**config.mk**
```make
export PLATFORM = sky130hd
export DESIGN_NAME = window_3x3_generator
export DESIGN_NICKNAME = d
export VERILOG_FILES = /design/src/rtl/window_pkg.sv /design/src/rtl/line_buffer.sv /design/src/rtl/window_3x3_generator.sv
export SDC_FILE = /design/constraint.sdc
export NUM_CORES = 2
export LEC_CHECK = 0
export BUFFER_PORTS_ARGS = -buffer_cell sky130_fd_sc_hd__buf_2
export CORE_ASPECT_RATIO = 0.5
export CORE_MARGIN = 3
export CORE_UTILIZATION = 55
export CTS_CLUSTER_SIZE = 8
export DETAILED_ROUTE_END_ITERATION = 6
export PLACE_DENSITY_LB_ADDON = 0.2
export SETUP_SLACK_MARGIN = 0.15
export SKIP_CTS_REPAIR_TIMING = 1
export SLEW_MARGIN = 10
export SYNTH_ARGS = -nofsm -noshare
export SYNTH_HDL_FRONTEND = slang
export SYNTH_HIERARCHICAL = 1
export SYNTH_SLANG_ARGS = --single-unit
```
**constraint.sdc**
```tcl
create_clock -name clk -period 11.4 [get_ports clk]
set_input_delay 0.57 -clock clk [delete_from_list [all_inputs] [get_ports clk]]
set_output_delay 0.57 -clock clk [all_outputs]
set_load 0.01 [all_outputs]
```
**src/rtl/window_pkg.sv**
```systemverilog
// Shared constants for the 3x3 window generator: pixel/window widths,
// slot offsets inside the packed window and the frame-tracking states.
package window_pkg;
  localparam int PIX_W = 12;
  localparam int WIN_W = 108;

  localparam int CENTER_LSB    = 96;
  localparam int LEFT_LSB      = 84;
  localparam int RIGHT_LSB     = 72;
  localparam int UP_LSB        = 60;
  localparam int DOWN_LSB      = 48;
  localparam int UPLEFT_LSB    = 36;
  localparam int UPRIGHT_LSB   = 24;
  localparam int DOWNLEFT_LSB  = 12;
  localparam int DOWNRIGHT_LSB = 0;

  typedef enum logic [1:0] {
    ST_IDLE  = 2'd0,
    ST_PRIME = 2'd1,
    ST_RUN   = 2'd2
  } state_t;
endpackage

```
**src/rtl/line_buffer.sv**
```systemverilog
// One-line pixel store. Written at the current column on accept; the read port
// is registered and prefetches the column that the next accepted pixel will use.
module line_buffer
  import window_pkg::*;
#(
  parameter int DEPTH = 160
) (
  input  logic                       clk,
  input  logic                       i_we,
  input  logic [$clog2(DEPTH)-1:0]   i_wr_addr,
  input  logic [PIX_W-1:0]           i_wr_data,
  input  logic [$clog2(DEPTH)-1:0]   i_rd_addr,
  output logic [PIX_W-1:0]           o_rd_data
);
  logic [PIX_W-1:0] r_mem [DEPTH];
  logic [PIX_W-1:0] r_rd;

  // Read and write addresses always differ (DEPTH >= 3), so no bypass needed.
  always_ff @(posedge clk) begin
    if (i_we) begin
      r_mem[i_wr_addr] <= i_wr_data;
      r_rd             <= r_mem[i_rd_addr];
    end
  end

  assign o_rd_data = r_rd;
endmodule

```
**src/rtl/window_3x3_generator.sv**
```systemverilog
// Raster-scan 3x3 neighbourhood generator with two chained line buffers.
// Optional macro WINDOW_COORD_OUT_EN adds registered center_x/center_y outputs.
module window_3x3_generator
  import window_pkg::*;
#(
  parameter int IMG_WIDTH  = 160,
  parameter int IMG_HEIGHT = 120
) (
  input  logic              clk,
  input  logic              reset,
  input  logic [PIX_W-1:0]  pix_in,
  input  logic              pix_valid,
  input  logic              frame_start,
  output logic [WIN_W-1:0]  color_data,
  output logic              window_valid,
  output logic              frame_done
`ifdef WINDOW_COORD_OUT_EN
  ,
  output logic [15:0]       center_x,
  output logic [15:0]       center_y
`endif
);
  localparam int XW = $clog2(IMG_WIDTH);
  localparam int YW = $clog2(IMG_HEIGHT);
  localparam logic [XW-1:0] X_LAST = XW'(IMG_WIDTH - 1);
  localparam logic [YW-1:0] Y_LAST = YW'(IMG_HEIGHT - 1);

  state_t                    r_state, w_state_nxt;
  logic [XW-1:0]             r_x, w_x_eff, w_x_nxt;
  logic [YW-1:0]             r_y, w_y_eff, w_y_nxt;
  logic                      w_acc, w_fire, w_last;
  logic [PIX_W-1:0]          w_lb0_q, w_lb1_q;
  logic [2:0][PIX_W-1:0]     w_col;
  logic [2:0][1:0][PIX_W-1:0] r_tap;
  logic [WIN_W-1:0]          w_win;
  logic [WIN_W-1:0]          r_color;
  logic                      r_win_vld, r_done;

  // A frame_start pixel is accepted in any state and re-bases the frame at (0,0).
  assign w_acc   = pix_valid && (frame_start || (r_state != ST_IDLE));
  assign w_x_eff = frame_start ? '0 : r_x;
  assign w_y_eff = frame_start ? '0 : r_y;
  assign w_fire  = w_acc && (w_x_eff >= XW'(2)) && (w_y_eff >= YW'(2));
  assign w_last  = w_acc && (w_x_eff == X_LAST) && (w_y_eff == Y_LAST);

  always_ff @(posedge clk or negedge reset) begin
    if (!reset) begin
      r_state <= ST_IDLE;
      r_x     <= '0;
      r_y     <= '0;
    end else begin
      r_state <= w_state_nxt;
      r_x     <= w_x_nxt;
      r_y     <= w_y_nxt;
    end
  end

  always_comb begin
    w_state_nxt = r_state;
    w_x_nxt     = r_x;
    w_y_nxt     = r_y;
    if (w_acc) begin
      if (w_last) begin
        w_state_nxt = ST_IDLE;
        w_x_nxt     = '0;
        w_y_nxt     = '0;
      end else if (w_x_eff == X_LAST) begin
        w_x_nxt     = '0;
        w_y_nxt     = w_y_eff + 1'b1;
        w_state_nxt = (w_y_eff >= YW'(1)) ? ST_RUN : ST_PRIME;
      end else begin
        w_x_nxt     = w_x_eff + 1'b1;
        w_y_nxt     = w_y_eff;
        w_state_nxt = frame_start ? ST_PRIME : r_state;
      end
    end
  end

  // lb0 holds row y-1 and feeds lb1, which therefore holds row y-2.
  line_buffer #(.DEPTH(IMG_WIDTH)) u_lb0 (
    .clk       (clk),
    .i_we      (w_acc),
    .i_wr_addr (w_x_eff),
    .i_wr_data (pix_in),
    .i_rd_addr (w_x_nxt),
    .o_rd_data (w_lb0_q)
  );

  line_buffer #(.DEPTH(IMG_WIDTH)) u_lb1 (
    .clk       (clk),
    .i_we      (w_acc),
    .i_wr_addr (w_x_eff),
    .i_wr_data (w_lb0_q),
    .i_rd_addr (w_x_nxt),
    .o_rd_data (w_lb1_q)
  );

  // Column x of rows y-2, y-1, y; taps hold columns x-1 ([0]) and x-2 ([1]).
  assign w_col = {pix_in, w_lb0_q, w_lb1_q};

  always_ff @(posedge clk) begin
    if (w_acc) begin
      for (int r = 0; r < 3; r++) r_tap[r] <= {r_tap[r][0], w_col[r]};
    end
  end

  always_comb begin
    w_win = '0;
    w_win[CENTER_LSB    +: PIX_W] = r_tap[1][0];
    w_win[LEFT_LSB      +: PIX_W] = r_tap[1][1];
    w_win[RIGHT_LSB     +: PIX_W] = w_lb0_q;
    w_win[UP_LSB        +: PIX_W] = r_tap[0][0];
    w_win[DOWN_LSB      +: PIX_W] = r_tap[2][0];
    w_win[UPLEFT_LSB    +: PIX_W] = r_tap[0][1];
    w_win[UPRIGHT_LSB   +: PIX_W] = w_lb1_q;
    w_win[DOWNLEFT_LSB  +: PIX_W] = r_tap[2][1];
    w_win[DOWNRIGHT_LSB +: PIX_W] = pix_in;
  end

  always_ff @(posedge clk or negedge reset) begin
    if (!reset) begin
      r_color   <= '0;
      r_win_vld <= 1'b0;
      r_done    <= 1'b0;
    end else begin
      r_win_vld <= w_fire;
      r_done    <= w_last;
      if (w_fire) r_color <= w_win;
    end
  end

  assign color_data   = r_color;
  assign window_valid = r_win_vld;
  assign frame_done   = r_done;

`ifdef WINDOW_COORD_OUT_EN
  logic [15:0] r_cx, r_cy;

  always_ff @(posedge clk or negedge reset) begin
    if (!reset) begin
      r_cx <= '0;
      r_cy <= '0;
    end else if (w_fire) begin
      r_cx <= 16'(w_x_eff) - 16'd1;
      r_cy <= 16'(w_y_eff) - 16'd1;
    end
  end

  assign center_x = r_cx;
  assign center_y = r_cy;
`endif
endmodule
```
# Yosys cells after proc, flatten, opt, wreduce, memory -nomap -nowiden
# Memories as Yosys holds them, arrays and structs flattened. A register that Yosys moved wholly into a read port is not among the register bits.
# Cells that the tools add are included.
# totals
reg_bits	199
ram_bits	3840
in_bits	16
out_inout_bits	110
wordCells	43
mem_count	2
# op_classes
add_sub_neg	2
order_cmp	3
eq_ne	2
mux	13
n_reduce_logical	9
# memory_table
memory	depth	word_bits	rd	rd_clocked_by_memory_dff	wr	line_no	text
u_lb0.r_mem	160	12	1	1	1	line_buffer.sv:15	logic [PIX_W-1:0] r_mem [DEPTH];
u_lb1.r_mem	160	12	1	1	1	line_buffer.sv:15	
# op_table
operator	n
$mux W8	4
$mux W7	3
$add A8 B1 Y8 const B	1
$eq A8 B8 Y1 const B	1
$ge A8 B2 Y1 const B	1
$mux W2	4
$add A7 B1 Y7 const B	1
$eq A7 B7 Y1 const B	1
$ge A7 B1 Y1 const B	1
$ge A7 B2 Y1 const B	1
$logic_and A1 B1 Y1	5
$reduce_bool A3 Y1	1
$mux W1	2
$reduce_and A2 Y1	1
$reduce_bool A2 Y1	1
$logic_or A1 B1 Y1	1

# Depth between registers and ports, before layout
# depth
ltp_word	7
ltp_mapped	18
ltp_nobuf	12

# By module
# The synthesis kept the hierarchy.
# by_module_without_submodules
module	instances	cells_per_inst	area_per_inst_um2	seq_area_each_um2
line_buffer	2	3703	75409.8	58015.6
window_3x3_generator	1	447	7425.9	5340.1

# Worst setup path after synthesis
# Ideal clock, no wire load.
# synth_timing
kind	input to register
start	input port frame_start
end	register u_lb0.r_rd[6] (netlist: u_lb0/o_rd_data[6]), read port of u_lb0.r_mem (data pin)
setup_ps	167
t_arrival_ps	6055
t_required_ps	11233
slack_ps	5177
cell_stages	12
path_buffers	1
path_cell_list	o31ai_1 -> clkinv_1 -> nand4_1 -> xor2_1 -> o311ai_0 -> nor3b_1 -> nand2b_1 -> clkbuf_1 -> nor3_1 -> nor4_1 -> nand4_1 -> a211oi_1
# synth_between
elab_chain_cells	6
word_cells_on_any_way	12
cone_classes	1 x add/sub; 2 x eq/ne; 5 x mux; 4 x reduce/logical
# synth_rtl
item	line_no	text
start, declared	window_3x3_generator.sv:13	input logic frame_start,
$logic_or A1 B1 Y1 (*)	window_3x3_generator.sv:40	assign w_acc = pix_valid && (frame_start || (r_state != ST_IDLE));
$logic_and A1 B1 Y1 (*)	window_3x3_generator.sv:40	
via w_acc	window_3x3_generator.sv:31	logic w_acc, w_fire, w_last;
$logic_and A1 B1 Y1 (2 in series)	window_3x3_generator.sv:44	assign w_last = w_acc && (w_x_eff == X_LAST) && (w_y_eff == Y_LAST);
$mux W8	window_3x3_generator.sv:63	if (w_last) begin
$mux W8 (*)	window_3x3_generator.sv:62	if (w_acc) begin
via w_x_nxt[7]	window_3x3_generator.sv:29	logic [XW-1:0] r_x, w_x_eff, w_x_nxt;
end, declared	line_buffer.sv:16	logic [PIX_W-1:0] r_rd;
# Mark *: on every way through the listed nets, which the timed path passes. The rest lies on a longest branch.
# A chain may end at the register's enable or synchronous reset.

# Worst setup path in the final report
# layout_timing
start	register r_x[2]
end	register u_lb0.r_rd[6] (netlist: u_lb0/o_rd_data[6]), read port of u_lb0.r_mem (data pin)
# layout_between
elab_chain_cells	6
word_cells_on_any_way	8
cone_classes	1 x add/sub; 1 x eq/ne; 4 x mux; 2 x reduce/logical
# layout_rtl
item	line_no	text
start, declared	window_3x3_generator.sv:29	
start signal, assigned	window_3x3_generator.sv:53	r_x <= w_x_nxt;
$mux W8 (*)	window_3x3_generator.sv:41	assign w_x_eff = frame_start ? '0 : r_x;
$eq A8 B8 Y1 (*)	window_3x3_generator.sv:44, window_3x3_generator.sv:67	
$logic_and A1 B1 Y1 (2 in series)	window_3x3_generator.sv:44	
$mux W8 (*)	window_3x3_generator.sv:63	
$mux W8 (*)	window_3x3_generator.sv:62	
via w_x_nxt[1]	window_3x3_generator.sv:29	
# Marks and branches as above.

==> impl_summary.md <==
Logic synthesis
In this run the cell area of the synthesized design comes to 158000 um^2. The number of synthesized flops with an enable pin is 3936. The post-synthesis cell count is between 7000 and 8000. The total of flip-flops plus latches after synthesis is between 4000 and 5000.

The cell type contributing the most total cell area after synthesis is edfxtp_1. When the netlist entered floorplanning its net count stood at 7871. In the post-synthesis netlist, the biggest area contributors are edfxtp_1 75%, mux4_2 8.4%, mux2i_1 5.5%. Synthesis instantiated 66 different standard cells from the library. During synthesis, Yosys emitted a total of 6 warnings.

The fraction of the yosys area taken by sequential cells is 76.7%. A synthesized cell averages roughly 20 um^2. In the synthesized netlist the dominant register cell turns out to be edfxtp_1. The share of Yosys cell area claimed by the top area cell type is 74.7%. For this run, asynchronously set or reset flops after synthesis account for ~3.1%.

Global route
Entering global routing, the biggest net connects around 160 pins. The global-route wire length before repair is 575 mm. For this run, global-route usage on met3 was measured as around 6.8%. The residual overflow from global routing is 0.

Global routing consumed, over all layers together, 26.9% of the routing resources. The layer carrying the most global-route usage is met2. The number of antenna violations at the first check in global routing is 17. The via count of the first global-routing pass is 80600. Global routing used roughly 41% of the available met2 tracks. The met1 layer usage reported by global route is 38.5%.

Min path
The path class of the lowest-slack min-delay path is input port to flip-flop. The cell count of the worst hold path is 2.

STA
In the final timing run, aggregate negative setup slack is 0 ps. The final critical-path share of the clock period is 55.9%. The measured slew at the worst slew-check pin is 1310 ps. Setup repair after global routing left no endpoint under its margin. The post-layout worst setup margin is ~5000 ps. For the final database, setup skew stands at between 50 and 60 ps. Setup violations remaining at the end of the flow were counted as 0. Counting I/O delays and the setup requirement, the final critical path takes around 6400 ps. The total count of hold-check failures in the final report is 0. The final max-slew violation count was 0. In this run the tightest slew margin relative to its limit is 12.3%. The maximum clock frequency is ~0.16 GHz.

Clocking
The clock insertion delay at the later pin of the skew report is between 900 and 1000 ps. The count of clock tree sinks is 4063. The clock tree from TritonCTS is done. Clock-pin slew was measured on the worst setup and hold paths at 50 ps. The number of clock buffers inserted by TritonCTS is roughly 580.

The master cell of the clock root buffer is clkbuf_16. Counting along the longest clock path gives a buffer depth of 4. In this run the number of H-tree levels came out at 6.

Floorplan
The starting density of the core is 55.6%. The region available for standard cell placement spans 285000 um^2. Pin placement for this block handled 126 I/O pins. The die is between 700 and 800 um wide. The floorplan step defined a die boundary enclosing around 290000 um^2.

The die is 385 um tall. The placement row count is 138.

Finish
Summing all multi-input logic gate instances after layout gives ~34000 um^2. The area taken by flip-flops and latches is roughly 120000 um^2. The utilization after layout is 63.1%. The layout overhead on the synthesized area is 13.5%. The count of filler cells inserted in the layout is 19100. For this run, the post-layout net count is roughly 8500. The fraction of layout instances using a drive strength above 1 is between 20% and 30%. The finished cells cover 180000 um^2.

Setup path
The number of cells on the critical path is 13. For this run, the slowest stage of the critical path takes 1030 ps. Among all stages on the critical path, the largest delay is contributed by nor2b_2. The number of cells on the worst reg-to-reg path is 13. Of all nets on the critical path, the largest fanout is 81. Together, buffers and inverters on the worst path number 3. STA puts the critical path data required time at 12120 ps. The type of element launching the critical path is a flip-flop. The critical path start-end classification is flip-flop to flip-flop. The kind of cell adding the most delay to the critical path is simple AND/OR/NAND/NOR gates.

The data arrival time of the worst path is between 7000 and 8000 ps. The critical path goes through nor2b_2 > nand4_1 > nor3_1 > o31ai_4 > buf_12 > buf_4 > nand2b_2 > buf_4 > o22a_1 > a31oi_1 > a311o_1 > nand4_1 > a211oi_1. The endpoint kind of the worst setup timing path is a flip-flop.

Routing
The final wirelength is between 300 and 400 mm. The DRC violation count after routing is 0. The violation count after the first detailed-route iteration is roughly 10000. The pre-antenna-repair detailed-routing pass consisted of 7 iterations. In this run the remaining antenna-violating nets after routing total 0. Detailed routing inserted a total of between 80000 and 90000 vias.

Dividing the detail-routed wire length by the instance count gives 32.1 um. The via density per instance is approximately 6.6.

Pwr
The analysis attributes to cell leakage a power of 59.3 nW. The largest vdd supply drop is 0.145 mV. Overall power consumption after layout is estimated at approximately 39 mW. The power density over cell area is 214 nW/um^2.

Run
The max-cap check violation count is 0.

Placement
The count of input and output buffers is 125. The placed wire-length estimate after detailed placement is 229 mm. The final RePlAce weighted congestion is 0.858. The cell area after placement is around 160000 um^2. At the placement stage, the worst setup path has a slack of about 4500 ps.

Outcome
The run finished with clean final reports.
## cell usage in the layout (no fill, tap or decap), drive strengths merged, types with 5 or more instances in the layout
cell and n:
o21ai 22, o31ai 5, nand4 40, a32oi 12, mux4 598, nor4 30, edfxtp 3936, o22ai 44
nand2b 13, o22a 42, nand3 75, nor2 362, or2 5, nor3 44, a311o 20, and2 20
nand2 189, mux2i 865, diode 11, a31oi 36, a211oi 25, or3 14, inv 34, mux2 108
dfrtp 127, clkinv 13, buf 502, a22oi 294, nor2b 53, o221ai 98, clkbuf 669, o41ai 17
a21oi 225, a221oi 39
## power by group
group          switching (mW)  total (mW)  internal (mW)  leakage [nW]
clock                    5.87        15.2           9.30          7.66
sequential              0.193        17.6           17.4          37.0
combinational            3.75        5.74           2.00          14.6
total                    9.81        38.5           28.7          59.3
## worst register-to-register path: cells and delay by family, from the launching register on
kind / cells / cell delay (ps)
AOI/OAI and AO/OA: 5 / 1450
DFF: 1 / 480
buffers and inverters: 3 / 1100
and+or+nand+nor: 5 / 3140
## layer usage
| metal | part of all wire, % | vias up |
|---|---|---|
| li1 | - | 33600 |
| met5 | 0.013 | - |
| met1 | 40 | 43000 |
| met4 | 3.4 | 8 |
| met3 | 9.7 | 747 |
| met2 | 46 | 3995 |
## path summary, 6_finish.rpt
kind | start | to | slack [ps]
hold reg to reg | r_tap[4]$_DFFE_PN_ | r_tap[16]$_DFFE_PN_ | 410
hold / removal | pix_valid | r_y[6]$_DFFE_PN0N_ | 60
setup / recovery | r_x[2]$_DFF_PN0_ | u_lb0/o_rd_data[6]$_DFFE_PP_ | 5020
min in group asynchronous | reset | color_data[84]$_DFFE_PN0P_ | 250
max in group asynchronous | reset | frame_done$_DFF_PN0_ | 9910
setup reg to reg | r_x[2]$_DFF_PN0_ | u_lb0/o_rd_data[6]$_DFFE_PP_ | 5020
## cell usage after synthesis, drive strengths merged (20+ instances only)
cell	count
clkbuf	178
and2	20
nor2b	53
a21oi	225
mux2i	865
mux2	108
nor3	44
o22ai	44
nor4	30
nand2	189
o221ai	98
edfxtp	3936
a221oi	39
nor2	362
a31oi	36
mux4	598
nand4	40
buf	270
dfrtp	127
a211oi	25
nand3	75
o22a	42
a22oi	294
a311o	20
o21ai	22
## stage by stage
step | std cells | hold WS [ps]
3_5_place_dp | 11700 | 431
3_3_place_gp | 11700 | 425
4_1_cts | 12400 | -340
2_1_floorplan | 7853 | 274
6_report | 12400 | 61.0
5_1_grt | 12400 | 37.8
## kinds of logic (layout without fill, tap and decap cells)
group | count (synthesis) | count (layout) | synth area share [%]
DFF | 4063 | 4063 | 76.7
muxes | 1571 | 1571 | 14.8
AOI/OAI and AO/OA | 891 | 891 | 4.04
and+or+nand+nor | 860 | 860 | 2.47
buffers and inverters | 464 | 1219 | 2.00
adders and majority gates | 2 | 2 | 0.0158
xor gates and xnor gates | 2 | 2 | 0.0111
other | 0 | 11 | 0
## flip-flops by register name (all words and copies together) (netlist names)
| name | count |
|---|---|
| u_lb0/r_mem | 1920 |
| u_lb1/r_mem | 1920 |
| color_data | 108 |
| r_tap | 72 |
| u_lb0/o_rd_data | 12 |
| u_lb1/o_rd_data | 12 |
| r_x | 8 |
| r_y | 7 |
| r_state | 2 |
| frame_done | 1 |
| window_valid | 1 |
## area by class of cell
cell class / instances / area share [%]
Clock inverter: 31 / 0.225
Tap cell: 3780 / 2.63
Sequential cell: 4063 / 67.6
Multi-Input combinational cell: 3326 / 18.9
Inverter: 16 / 0.0376
Clock buffer: 669 / 8.50
Antenna cell: 11 / 0.0153
Timing Repair Buffer: 503 / 2.09
Note: power is estimated with default switching activity, not from simulation.
